<file path="src/rtl/hazard_pkg.sv">
// -----------------------------------------------------------------------------
// hazard_pkg
//   Shared types and constants for the pipeline stall/flush sequencer.
//   - hz_state_t : sequencer state (BOOT, RUN, DRAIN, HALT)
//   - REG_X0     : architectural zero register index, never a hazard source
// -----------------------------------------------------------------------------
package hazard_pkg;

    typedef enum logic [1:0] {
        BOOT  = 2'd0,
        RUN   = 2'd1,
        DRAIN = 2'd2,
        HALT  = 2'd3
    } hz_state_t;

    localparam logic [4:0] REG_X0 = 5'd0;

    // Load-use hazard: a load in Execute writes a register that the
    // instruction in Decode reads. Writes to x0 are discarded, so never stall.
    function automatic logic load_use_hazard(input logic       mem_read_e,
                                             input logic [4:0] rd_e,
                                             input logic [4:0] rs1_d,
                                             input logic [4:0] rs2_d);
        return mem_read_e && (rd_e != REG_X0) && ((rd_e == rs1_d) || (rd_e == rs2_d));
    endfunction

endpackage

</file>
<file path="src/rtl/sat_counter.sv">
// -----------------------------------------------------------------------------
// sat_counter
//   Up-counter that sticks at all-ones instead of wrapping.
//   Ports:
//     clk     in  1  clock, rising edge
//     rst     in  1  asynchronous active-high reset, clears the count
//     inc_i   in  1  increment request for this cycle
//     count_o out W  current count
// -----------------------------------------------------------------------------
module sat_counter #(
    parameter int W = 32
) (
    input  logic         clk,
    input  logic         rst,
    input  logic         inc_i,
    output logic [W-1:0] count_o
);

    logic [W-1:0] count_q;
    logic [W-1:0] count_d;

    always_comb begin
        count_d = count_q;
        if (inc_i && (count_q != {W{1'b1}})) begin
            count_d = count_q + 1'b1;
        end
    end

    // NOTE: state registers use non-blocking assignments so every flop samples
    // pre-edge values; blocking here would create order-dependent simulation.
    always_ff @(posedge clk or posedge rst) begin
        if (rst) begin
            count_q <= '0;
        end else begin
            count_q <= count_d;
        end
    end

    assign count_o = count_q;

endmodule

</file>
<file path="src/rtl/pipe_hazard_ctrl.sv">
// -----------------------------------------------------------------------------
// pipe_hazard_ctrl
//   Stall/flush sequencer for the 5-stage RV64I pipeline. Drives the PC hold,
//   the FD register hold/clear and the DE register clear. Handles taken
//   redirects, load-use hazards, instruction-memory wait states and halt.
//   Outputs are Mealy: decoded from the registered state and current inputs.
//   Ports:
//     clk, rst               clock (rising edge), async active-high reset
//     Rs1_D, Rs2_D           source register indices in Decode
//     Rd_E, MemRead_E        destination index / load flag in Execute
//     PCSrc_E                taken branch or jump resolved in Execute
//     Imem_valid_F           instruction memory delivers a word this cycle
//     Halt_D                 ecall/ebreak in Decode
//     Stall_F                hold PC
//     Stall_D                hold FD register
//     Flush_D                clear FD register (bubble)
//     Flush_E                clear DE register (bubble)
//     Halted                 core halted
//     Stall_cnt              saturating count of stalled-fetch cycles in RUN/DRAIN
//     Flush_cnt              saturating count of redirects taken
// -----------------------------------------------------------------------------
module pipe_hazard_ctrl
    import hazard_pkg::*;
#(
    parameter int COUNT_W = 32
) (
    input  logic               clk,
    input  logic               rst,
    input  logic [4:0]         Rs1_D,
    input  logic [4:0]         Rs2_D,
    input  logic [4:0]         Rd_E,
    input  logic               MemRead_E,
    input  logic               PCSrc_E,
    input  logic               Imem_valid_F,
    input  logic               Halt_D,
    output logic               Stall_F,
    output logic               Stall_D,
    output logic               Flush_D,
    output logic               Flush_E,
    output logic               Halted,
    output logic [COUNT_W-1:0] Stall_cnt,
    output logic [COUNT_W-1:0] Flush_cnt
);

    hz_state_t state_q;
    hz_state_t state_d;

    logic stall_f;
    logic stall_d_raw;
    logic flush_d;
    logic flush_e;
    logic halted;
    logic redirect_inc;
    logic stall_inc;
    logic lu;

    assign lu = load_use_hazard(MemRead_E, Rd_E, Rs1_D, Rs2_D);

    // While rst is asserted state_q is already BOOT, so the BOOT decode below
    // also covers the reset-held cycles.
    always_ff @(posedge clk or posedge rst) begin
        if (rst) begin
            state_q <= BOOT;
        end else begin
            state_q <= state_d;
        end
    end

    // NOTE: every signal written here gets a default first; a path that left
    // one unassigned would infer a latch.
    always_comb begin
        state_d      = state_q;
        stall_f      = 1'b0;
        stall_d_raw  = 1'b0;
        flush_d      = 1'b0;
        flush_e      = 1'b0;
        halted       = 1'b0;
        redirect_inc = 1'b0;

        unique case (state_q)
            BOOT: begin
                stall_f = 1'b1;
                flush_d = 1'b1;
                flush_e = 1'b1;
                state_d = RUN;
            end

            RUN: begin
                if (PCSrc_E) begin
                    // Decode and Execute hold wrong-path work; any same-cycle
                    // halt or load-use belongs to that work and is dropped.
                    flush_d      = 1'b1;
                    flush_e      = 1'b1;
                    redirect_inc = 1'b1;
                    // A fetch still in flight was issued down the old path.
                    state_d      = Imem_valid_F ? RUN : DRAIN;
                end else if (Halt_D) begin
                    stall_f = 1'b1;
                    flush_d = 1'b1;
                    state_d = HALT;
                end else if (lu) begin
                    // One bubble suffices: next cycle the load is in Memory.
                    stall_f     = 1'b1;
                    stall_d_raw = 1'b1;
                    flush_e     = 1'b1;
                end else if (!Imem_valid_F) begin
                    stall_f = 1'b1;
                    flush_d = 1'b1;
                end
            end

            DRAIN: begin
                // Hold the redirect target PC and discard the stale word,
                // including on the cycle it finally arrives. Execute holds a
                // bubble here, so PCSrc_E is not examined.
                stall_f = 1'b1;
                flush_d = 1'b1;
                if (Imem_valid_F) begin
                    state_d = RUN;
                end
            end

            HALT: begin
                stall_f = 1'b1;
                flush_d = 1'b1;
                halted  = 1'b1;
            end

            default: begin
                state_d = BOOT;
            end
        endcase
    end

    // Holding FD while clearing it is contradictory; the clear wins.
    assign Stall_D = stall_d_raw & ~flush_d;
    assign Stall_F = stall_f;
    assign Flush_D = flush_d;
    assign Flush_E = flush_e;
    assign Halted  = halted;

    assign stall_inc = stall_f && ((state_q == RUN) || (state_q == DRAIN));

    sat_counter #(.W(COUNT_W)) u_stall_cnt (
        .clk     (clk),
        .rst     (rst),
        .inc_i   (stall_inc),
        .count_o (Stall_cnt)
    );

    sat_counter #(.W(COUNT_W)) u_flush_cnt (
        .clk     (clk),
        .rst     (rst),
        .inc_i   (redirect_inc),
        .count_o (Flush_cnt)
    );

endmodule

</file>
<file path="config.mk">
export PLATFORM = sky130hd
export DESIGN_NAME = pipe_hazard_ctrl
export DESIGN_NICKNAME = d
export VERILOG_FILES = /design/src/rtl/hazard_pkg.sv /design/src/rtl/sat_counter.sv /design/src/rtl/pipe_hazard_ctrl.sv
export SDC_FILE = /design/constraint.sdc
export NUM_CORES = 1
export LEC_CHECK = 0
export ABC_AREA = 1
export BUFFER_PORTS_ARGS = -buffer_cell sky130_fd_sc_hd__buf_2
export CAP_MARGIN = 5
export CELL_PAD_IN_SITES_DETAIL_PLACEMENT = 1
export CELL_PAD_IN_SITES_GLOBAL_PLACEMENT = 1
export CORE_MARGIN = 2
export CORE_UTILIZATION = 35
export CTS_CLUSTER_SIZE = 10
export DETAILED_ROUTE_END_ITERATION = 10
export PLACE_DENSITY_LB_ADDON = 0.25
export SETUP_SLACK_MARGIN = 0.2
export SLEW_MARGIN = 20
export SYNTH_ARGS = -nofsm -noshare
export SYNTH_HDL_FRONTEND = slang
export SYNTH_HIERARCHICAL = 1
export SYNTH_SLANG_ARGS = --single-unit
</file>
<file path="constraint.sdc">
create_clock -name clk -period 1.7 [get_ports clk]
set_input_delay 0.34 -clock clk [delete_from_list [all_inputs] [get_ports clk]]
set_output_delay 0.34 -clock clk [all_outputs]
set_load 0.1 [all_outputs]
</file>
==> flow_metrics.env <==
export IMPL_grt_pass1_wl_um=31500
export IMPL_syn_area_per_cell_um2=6.15
export IMPL_wl_per_cell_um=19.2
export IMPL_holdWs_ps=285
export IMPL_synthToLayoutAreaGrowth_pct=66.4
export IMPL_drtIter0Drc=365
export IMPL_ant_nets=0
export IMPL_tightestPinTransition_ps=482
export IMPL_status="finished, violations left"
export IMPL_rsz0062_at_grt="true"
export IMPL_startpoint="state_q[1]$_DFFE_PP0P_"
export IMPL_fin_skew_ps=11.0
export IMPL_die_h_um=123
export IMPL_vias=6130
export IMPL_start_kind="register"
export IMPL_mostFrequentLayoutCells="nand2_1 (309), buf_4 (105), nand2_2 (83)"
export IMPL_critical_path_arrival_ps=1570
export IMPL_max_freq_mhz=523
export IMPL_slew_violations=0
export IMPL_setup_viol=41
export IMPL_grtUsageTotal_pct=26.7
export IMPL_h_tree_depth=3
export IMPL_synth_seq_area_share_pct=33.1
export IMPL_timing_rr_start="state_q[1]$_DFFE_PP0P_"
export IMPL_hp_class="in -> reg"
export IMPL_yosys_warnings=6
export IMPL_slew_headroom_pct=67.9
export IMPL_critPathMaxFanout=4
export IMPL_tritoncts="built"
export IMPL_min_period_ps=1910
export IMPL_pin_count=90
export IMPL_post_place_ws_ps=-257
export IMPL_r2r_end="u_stall_cnt/count_o[9]$_DFFE_PP0P_"
export IMPL_endpoint="Stall_D"
export IMPL_num_antenna_cells=0
export IMPL_grt_overflow=0
export IMPL_irDropWorstVdd_mv=0.395
export IMPL_place_congestion=0.841
export IMPL_cap_viol_max_count=0
export IMPL_drtPass1Iterations=5
export IMPL_final_instance_count_excl_fill=1178
export IMPL_grt_max_degree=33
export IMPL_dp_hpwl_um=12400
export IMPL_fin_crit_sh_pct=112
export IMPL_io_buffers=89
export IMPL_start_util_pct=35.9
export IMPL_core_rowCount=43
export IMPL_via_per_inst=5.20
export IMPL_required_ps=1360
export IMPL_nets=1021
export IMPL_setup_slack_ps=-211
export IMPL_drive_gt1_share_pct=47.1
export IMPL_yosys_register_bits=66
export IMPL_drc=0
export IMPL_critPathKind="reg -> out"
export IMPL_fp_dieW_um=123
export IMPL_endpoint_kind="output port"
export IMPL_cts_sinks=66
export IMPL_synth_area_um2=4980
export IMPL_power_density_nw_per_um2=449
export IMPL_wl_um=22600
export IMPL_syn_num_nets=839
export IMPL_clk_insertion_delay_late_ps=350
export IMPL_p_leak_nw=3.92
export IMPL_final_common_cell="nand2_1"
export IMPL_reg2reg_setup_slack_ps=-80
export IMPL_numCtsBuffers=9
export IMPL_cts_clk_slew_worst_paths_ps=50
export IMPL_antenna_found_initial=0
export IMPL_cts_max_path_buffers=2
export IMPL_coreArea_um2=13900
export IMPL_cts_root_buffer="clkbuf_16"
export IMPL_synthCells=811
export IMPL_r2r_cells=11
export IMPL_ys_types=27
export IMPL_place_inst=1094
export IMPL_violations="setup timing"
export IMPL_die_area_um2=15200
export IMPL_grt_pass1_vias=6040
export IMPL_hold_violations=0
==> flip-flops by register name (all words and copies together) (netlist names) <==
name,flops
state_q,2
u_flush_cnt/count_o,32
u_stall_cnt/count_o,32
==> critical path, cell delays in order (launching register included) <==
cell and delay (ps):
dfrtp_1 390, inv_2 110, buf_4 130, ha_4 140, inv_2 50, nor3_4 210, buf_12 200
==> cells in the mapped netlist <==
cell	number	area, um2
nor2_8	2	40.0
nor2_1	106	398
xnor2_1	14	123
a21oi_2	1	8.76
nand2_1	416	1560
buf_8	4	60.1
o21ai_0	11	55.1
buf_4	2	15.0
ha_1	7	87.6
inv_2	3	11.3
o21a_1	1	7.51
nand3b_4	2	40.0
xor2_1	12	105
nand2_2	9	56.3
nand3b_1	4	30.0
a21oi_1	2	10.0
nor3_1	6	30.0
nand4_1	3	18.8
nand2_4	4	45.0
o211ai_1	2	15.0
buf_2	2	10.0
buf_6	4	45.0
dfrtp_1	66	1650
nor2_2	9	56.3
inv_1	83	312
nand3_1	34	170
nor2_4	2	22.5
==> timing repair <==
item                       4_1_cts  5_1_grt
gates resized for setup        186      144
pin swaps                       48       58
gates cloned                     8        1
hold endpoints to repair         2        0
setup endpoints to repair      132       75
hold buffers                     1        0
buffers inserted                36       22
==> power by group <==
part	total [mW]	internal, mW	switching, mW
clock	2.00	1.22	0.782
sequential	1.57	1.57	0
combinational	0.156	0.0631	0.0929
==> cell families (layout without fill, tap and decap cells) <==
logic type	Yosys count	in the layout	share of synthesized area, %
xor gates and xnor gates	26	26	4.57
AOI/OAI and AO/OA	17	17	1.93
DFF	66	66	33.1
buffers and inverters	98	285	9.09
adders and majority gates	7	7	1.76
and+or+nand+nor	597	597	49.5
==> per-layer routing <==
metal | up-vias | share of wire (%) | GRT usage, %
met4 | 0 | 5.6 | 11.2
met1 | 2957 | 38 | 31.4
met2 | 252 | 51 | 47.7
met5 | - | 0 | 0
met3 | 110 | 5.3 | 4.57
li1 | 2811 | - | -
==> stage by stage <==
stage               util [%]  area, um2  setup TNS [ps]  total power [mW]
finish                  59.7       8290           -1480              3.72
global route            59.7       8290           -5620              3.84
CTS                     54.7       7590            -677              3.69
detailed placement      45.1       6260           -6610              1.73
global placement        45.1       6260           -5520              1.73
floorplan                  -       5400           -2630              1.67
==> area by class of cell <==
type	instances	area (um2)
fill	1725	5590
multi-input combinational	647	3690
timing repair buffer	183	1910
sequential	66	1830
inverter	86	338
clock buffer	12	256
tap	180	225
clock inverter	4	50.0
==> how the worst min path moves through the flow <==
stage               slack (ps)                      to         start  depth (start not counted)
floorplan                   80  state_q[0]$_DFFE_PP0P_           rst                          1
global placement           230  state_q[0]$_DFFE_PP0P_           rst                          2
detailed placement         230  state_q[0]$_DFFE_PP0P_           rst                          2
CTS                        260  state_q[0]$_DFFE_PP0P_  Imem_valid_F                          3
global route               310  state_q[0]$_DFFE_PP0P_  Imem_valid_F                          3
finish                     280  state_q[0]$_DFFE_PP0P_  Imem_valid_F                          3
No activity file was read; power rests on OpenSTA's default activity.
